$ cat config.mk
export PLATFORM = sky130hd
export DESIGN_NAME = bpc_sc_decoder_flat
export DESIGN_NICKNAME = d
export VERILOG_FILES = /design/src/rtl/bpc_sc_decoder_if.sv /design/src/rtl/bpc_sc_decoder.sv /design/src/flat_wrapper.sv
export SDC_FILE = /design/constraint.sdc
export NUM_CORES = 1
export LEC_CHECK = 0
export CORE_AREA = 5 5 106 78
export CTS_BUF_LIST = sky130_fd_sc_hd__clkbuf_16
export CTS_CLUSTER_DIAMETER = 80
export DETAILED_ROUTE_END_ITERATION = 7
export DIE_AREA = 0 0 111 83
export PLACE_DENSITY = 0.78
export SYNTH_ARGS = -nofsm -noshare
export SYNTH_HDL_FRONTEND = slang
export SYNTH_SLANG_ARGS = --single-unit
$ cat constraint.sdc
create_clock -name clk -period 3.9 [get_ports clk]
set_clock_uncertainty 0.15 [all_clocks]
set_input_delay 1.17 -clock clk [delete_from_list [all_inputs] [get_ports clk]]
set_output_delay 1.17 -clock clk [all_outputs]
set_load 0.02 [all_outputs]
$ cat src/rtl/bpc_sc_decoder_if.sv
// Handshake and result bundle between the SC fabric/controller and bpc_sc_decoder.
// The decoder sits on the slave modport; the stream source and controller sit on the master modport.
interface bpc_sc_decoder_if #(
    parameter int unsigned W  = 6,
    parameter int unsigned N  = 2,
    parameter int unsigned PW = $clog2(W + 1)
);
    logic          start;
    logic [N-1:0]  Zs;
    logic          Zv;
    logic          stop;
    logic [W-1:0]  Bzs [N-1:0];
    logic [PW-1:0] prec;
    logic          valid;
    logic          busy;

    modport master (
        output start, Zs, Zv, stop,
        input  Bzs, prec, valid, busy
    );

    modport slave (
        input  start, Zs, Zv, stop,
        output Bzs, prec, valid, busy
    );
endinterface

$ cat src/rtl/bpc_sc_decoder.sv
// Decodes N bit-plane-coded stochastic streams into W-bit binary values.
// Each stream's ones-count is snapshotted at every power-of-two length, so an early stop reports the best precision reached.
module bpc_sc_decoder #(
    parameter int unsigned W  = 6,
    parameter int unsigned N  = 2,
    parameter int unsigned PW = $clog2(W + 1)
) (
    input logic             clk,
    input logic             rst_n,
    bpc_sc_decoder_if.slave bus
);
    localparam int unsigned CW = W + 1;

    typedef enum logic [1:0] {
        IDLE = 2'd0,
        RUN  = 2'd1,
        FIN  = 2'd2
    } state_t;

    state_t        state;
    logic [CW-1:0] cnt  [N];
    logic [CW-1:0] snap [N];
    logic [CW-1:0] k;
    logic [PW-1:0] sp;

    logic [CW-1:0] k_upd_c;
    logic [CW-1:0] cnt_upd_c  [N];
    logic [CW-1:0] snap_upd_c [N];
    logic [CW-1:0] shifted_c  [N];
    logic [W-1:0]  bzs_c      [N];
    logic          hit_c;
    logic [PW-1:0] hit_p_c;
    logic [PW-1:0] sp_upd_c;
    logic [PW-1:0] sh_c;
    logic          full_c;

    // Next-count, power-of-two snapshot and saturated rescale, all from the post-update values.
    always_comb begin
        k_upd_c = k + CW'(bus.Zv);
        hit_c   = 1'b0;
        hit_p_c = '0;
        for (int unsigned j = 0; j <= W; j++) begin
            if (bus.Zv && (k_upd_c == (CW'(1) << j))) begin
                hit_c   = 1'b1;
                hit_p_c = PW'(j);
            end
        end
        sp_upd_c = hit_c ? hit_p_c : sp;
        sh_c     = PW'(W) - sp_upd_c;
        full_c   = (k_upd_c == (CW'(1) << W));
        for (int unsigned i = 0; i < N; i++) begin
            cnt_upd_c[i]  = cnt[i] + CW'(bus.Zv & bus.Zs[i]);
            snap_upd_c[i] = hit_c ? cnt_upd_c[i] : snap[i];
            shifted_c[i]  = snap_upd_c[i] << sh_c;
            // A full-scale stream shifts to exactly 2^W; clamp to the largest W-bit value.
            bzs_c[i]      = shifted_c[i][W] ? {W{1'b1}} : shifted_c[i][W-1:0];
        end
    end

    // Control FSM with registered result outputs.
    always_ff @(posedge clk or negedge rst_n) begin
        if (!rst_n) begin
            state     <= IDLE;
            k         <= '0;
            sp        <= '0;
            bus.prec  <= '0;
            bus.valid <= 1'b0;
            bus.busy  <= 1'b0;
            for (int unsigned i = 0; i < N; i++) begin
                cnt[i]     <= '0;
                snap[i]    <= '0;
                bus.Bzs[i] <= '0;
            end
        end else begin
            case (state)
                IDLE: begin
                    bus.valid <= 1'b0;
                    if (bus.start) begin
                        k        <= '0;
                        sp       <= '0;
                        bus.busy <= 1'b1;
                        state    <= RUN;
                        for (int unsigned i = 0; i < N; i++) begin
                            cnt[i]  <= '0;
                            snap[i] <= '0;
                        end
                    end
                end
                RUN: begin
                    k  <= k_upd_c;
                    sp <= sp_upd_c;
                    for (int unsigned i = 0; i < N; i++) begin
                        cnt[i]  <= cnt_upd_c[i];
                        snap[i] <= snap_upd_c[i];
                    end
                    // A bit arriving together with stop is counted before terminating.
                    if (full_c || bus.stop) begin
                        state     <= FIN;
                        bus.valid <= 1'b1;
                        bus.prec  <= sp_upd_c;
                        for (int unsigned i = 0; i < N; i++) begin
                            bus.Bzs[i] <= bzs_c[i];
                        end
                    end
                end
                FIN: begin
                    bus.valid <= 1'b0;
                    bus.busy  <= 1'b0;
                    state     <= IDLE;
                end
                default: begin
                    bus.valid <= 1'b0;
                    bus.busy  <= 1'b0;
                    state     <= IDLE;
                end
            endcase
        end
    end
endmodule

$ cat src/flat_wrapper.sv
// flat-port wrapper written by rule: the top's interface ports become plain ports
module bpc_sc_decoder_flat 
#(
    parameter int unsigned W  = 6,
    parameter int unsigned N  = 2,
    parameter int unsigned PW = $clog2(W + 1)
)
  (clk, rst_n, bus_start, bus_Zs, bus_Zv, bus_stop, bus_Bzs, bus_prec, bus_valid, bus_busy);
  bpc_sc_decoder_if #(.W(W), .N(N), .PW(PW)) bus_i ();
  input logic clk;
  input logic rst_n;
  input wire logic [$bits(bus_i.start)-1:0] bus_start;
  input wire logic [$bits(bus_i.Zs)-1:0] bus_Zs;
  input wire logic [$bits(bus_i.Zv)-1:0] bus_Zv;
  input wire logic [$bits(bus_i.stop)-1:0] bus_stop;
  output wire logic [$bits(bus_i.Bzs)-1:0] bus_Bzs;
  output wire logic [$bits(bus_i.prec)-1:0] bus_prec;
  output wire logic [$bits(bus_i.valid)-1:0] bus_valid;
  output wire logic [$bits(bus_i.busy)-1:0] bus_busy;
  assign bus_i.start = bus_start;
  assign bus_i.Zs = bus_Zs;
  assign bus_i.Zv = bus_Zv;
  assign bus_i.stop = bus_stop;
  assign bus_Bzs = {>>{bus_i.Bzs}};
  assign bus_prec = bus_i.prec;
  assign bus_valid = bus_i.valid;
  assign bus_busy = bus_i.busy;
  bpc_sc_decoder #(.W(W), .N(N), .PW(PW)) u_core (.clk(clk), .rst_n(rst_n), .bus(bus_i));
endmodule
==> results.txt, run 1 <==
----------------------------------------------------
[Critical path]
  Gate family responsible for the most delay along the worst path ... simple AND/OR/NAND/NOR gates
  Reg-to-reg critical path endpoint ... u_core.bus.Bzs[11]
  Buffers plus inverters on the worst setup path ... 4
  Critical-path top delay cell ... mux4_1
  Crit-path max cell delay ... 340 ps
  Worst setup path class ... in2reg
  Required arrival time at the worst endpoint ... 3990 ps
  Type of element launching the critical path ... input port
  Depth of the most critical reg-to-reg path ... 16
  Arrival @ worst endpoint ... 4040 ps
  Destination of the critical timing path ... u_core.bus.Bzs[11]
  CP Launch Point ... bus_Zv
  Largest fanout on the critical path ... 9
  Worst reg2reg startpoint ... u_core.k[0]
  Most frequent cell on the critical path ... ha_4
  Critical path depth ... 17
  Sort of element at the end of the critical path ... flop
  Minimum setup slack among reg-to-reg paths ... 450 ps
  Crit path cell chain ... buf_8 > ha_4 > ha_4 > buf_4 > nand4_1 > nor3b_2 > or2_2 > nand4_1 > o41ai_2 > buf_4 > a22oi_2 > inv_2 > ha_4 > xor2_4 > mux4_1 > a2bb2oi_1 > a31oi_1

[Clock network]
  Worst-case clock buffer depth ... 2
  Inserted Clock Buffers ... 9
  TritonCTS clock tree ... yes
  Clk_lat worst skew ... 320 ps
  Count of clock tree sinks ... 57
  Root buffer cell ... clkbuf_16
  Clock-pin slew reported for the worst setup and hold paths after clock tree synthesis ... 50 ps
  Total number of H-tree levels ... 3

[Timing]
  Count of endpoints failing setup in the final report ... 11
  Final number of hold-violating endpoints ... 0
  Remaining max-slew budget at the tightest pin ... 0.407
  Fin. max-slew vios ... 0
  Measured slew at the worst slew-check pin ... 887 ps
  RSZ-0062 raised after global routing ... true
  Maximum frequency from static timing analysis ... 253 MHz
  Final period utilization ... 1.01
  Slack of the critical path ... -54.5 ps
  Tightest hold margin ... 337 ps
  Min Tclk post-route ... 3950 ps

[Flow run]
  Total of max-cap violations ... 0

[Logic synthesis]
  Synthesized area per cell ... 9.23 um^2
  Xor/xnor cell area share of the yosys netlist ... 0.0422
  Post-synth EDFFs ... 0
  Dominant cells by area after synthesis ... dfrtp_1 38%, o21ai_0 5.8%, mux2i_1 4.5%
  Asr flop ratio synth ... 1.00
  Area fraction in and, or, nand and nor cells after synthesis ... 0.194
  Dominant combinational cell family by area after synthesis ... compound AO/OA/AOI/OAI gates
  Synthesized-area fraction occupied by adder cells ... 0.0266
  Post-synth net total ... 423
  Synth top cells by count ... 57 x dfrtp_1, 44 x o21ai_0, 42 x nor2_1, 39 x nand2_1, 19 x nand3_1
  Multiplexer share of the synthesized area ... 0.0950
  Yosys warning total ... 0
  Compound-Gate Fraction of Synth Area ... 0.217
  Largest area contributor in the synthesized netlist ... dfrtp_1
  Gate count after technology mapping ... 408
  Synthesis-stage register bit count ... 57
  Most common cell in the synthesized netlist ... dfrtp_1
  Post-synthesis cell type count ... 68
  Share of the synthesized area in the top cell type ... 0.379
  Share of the yosys chip area belonging to registers ... 0.379
  Cell area after synthesis ... 3760 um^2
  Most instantiated flip-flop cell in the synthesis netlist ... dfrtp_1

[Floorplanning]
  Die area ... 9210 um^2
  Total number of placement rows ... 26
  Area of the core ... 7120 um^2
  Vertical die dimension ... 83 um
  Horizontal die dimension ... 111 um
  IO Count ... 24
  Initial standard-cell utilization of the core ... 0.528

[Final layout]
  ANT cells ... 0
  Share of layout cells above drive strength 1 ... 0.328
  Number of nets in the layout ... 532
  Fraction of the core area covered by cells at the end of the flow ... 0.741
  Non-Filler Instances ... 620
  Filler instances ... 513
  Synthesis-to-finish area growth ... 40.2%

[Run status]
  Status ... finished, violations left
  Failing checks ... negative setup slack

[Drt]
  DR DRC count ... 0
  Vias post-DR ... 3,693
  Final wirelength ... 11,100 um
  TritonRoute pass-1 iters ... 5
  Iteration-0 DRC Markers ... 385
  Final ANT Viol Nets ... 0
  Drt wl/cell ... 17.9 um
  Vias/cell ... 5.96

[Place]
  Count of input and output buffers ... 23
  Cells after DPL ... 591
  Gp weighted congestion ... 0.964
  Post-detail-place hpwl ... 7750 um
  Worst setup slack before clock tree synthesis ... -937 ps

[Hold path]
  Type of the most critical hold path ... reg2reg

[Global routing]
  Wire length of the first global-routing pass ... 18,600 um
  Antenna violations before repair ... 0
  Number of global-route vias before repair ... 3,770
  Gr ovfl total ... 0
  Pin count of the biggest net entering global routing ... 40
  Total track usage ... 0.244

[Power]
  Total power ... 3480 uW
  Leakage power total ... 0.00226 uW
  Power per cell area ... 660 nW/um^2
  Worst voltage drop across the vdd grid ... 383 uV

----------------------------------------------------
[power breakdown]
| group | switching, uW | internal [uW] | total (uW) |
|---|---|---|---|
| sequential | 102 | 716 | 818 |
| combinational | 903 | 872 | 1780 |
| clock | 272 | 618 | 889 |
| total | 1280 | 2210 | 3480 |
[cells by family after synthesis]
logic type,Yosys count
AOI/OAI and AO/OA,124
buffers and inverters,30
DFF,57
and+or+nand+nor,146
xor gates and xnor gates,16
muxes,27
adders and majority gates,8
[routing by layer]
layer  part of all wire  up-vias  track usage
met1               0.45     1780        0.335
li1                   -     1734            -
met2               0.45      157        0.386
met4              0.016        0       0.0626
met3              0.080       22       0.0640
met5                  0        -            0
[cells in the final DEF, fill, tap and decap left out, drive strengths merged, types with 6 or more instances in the layout]
master / instances
buf: 98
dfrtp: 57
o21ai: 48
nor2: 43
nand2: 40
clkdlybuf4s50: 21
nand3: 21
a21oi: 18
mux2i: 17
a31oi: 13
a22o: 12
xor2: 11
inv: 10
clkbuf: 9
ha: 8
nand4: 6
mux4: 6
and3: 6
[worst min path at each step]
| stage | depth (start not counted) | start | slack, ps | endpoint |
|---|---|---|---|---|
| global placement | 1 | u_core.state[1] | 320 | u_core.bus.busy |
| finish | 1 | u_core.state[1] | 340 | u_core.state[0] |
| floorplan | 2 | u_core.snap[6] | 300 | u_core.snap[6] |
| global route | 1 | u_core.state[1] | 350 | u_core.state[0] |
| CTS | 1 | u_core.state[1] | 340 | u_core.state[0] |
| detailed placement | 1 | u_core.state[1] | 330 | u_core.state[0] |
[state kept, by name, indices dropped and copies added, names as in the netlist]
name,count
u_core.bus.busy,1
u_core.bus.valid,1
u_core.bus.prec,3
u_core.bus.Bzs,12
u_core.state,2
u_core.cnt,14
u_core.sp,3
u_core.k,7
u_core.snap,14
[repair_timing]
item,CTS,global route
setup buffers,10,3
endpoints found under the setup margin,13,12
gates resized for setup,21,19
hold buffers,0,0
pin swaps,11,20
[cell type report]
type / count / area [um^2] / share of cell area
inverter: 9 / 36.3 / 0.00687
tap: 98 / 123 / 0.0232
clock buffer: 9 / 225 / 0.0427
multi-input combinational: 321 / 2360 / 0.447
sequential: 57 / 1430 / 0.270
timing repair buffer: 119 / 1000 / 0.189
clock inverter: 7 / 110 / 0.0209
[metrics by stage]
step	instance area [um^2]	setup TNS, ps
2_1_floorplan	3840	-3310
3_3_place_gp	4680	-13680
3_5_place_dp	4680	-15530
4_1_cts	5150	-16.8
5_1_grt	5280	-1610
6_report	5280	-233
No activity file was read; power rests on OpenSTA's default activity.
==> run 2, diff against run 1 <==
GPL_ROUTABILITY_DRIVEN = 1   (was default)
==> results of run 2 <==
The final DEF is identical to that of run 1; final timing and power are the same.
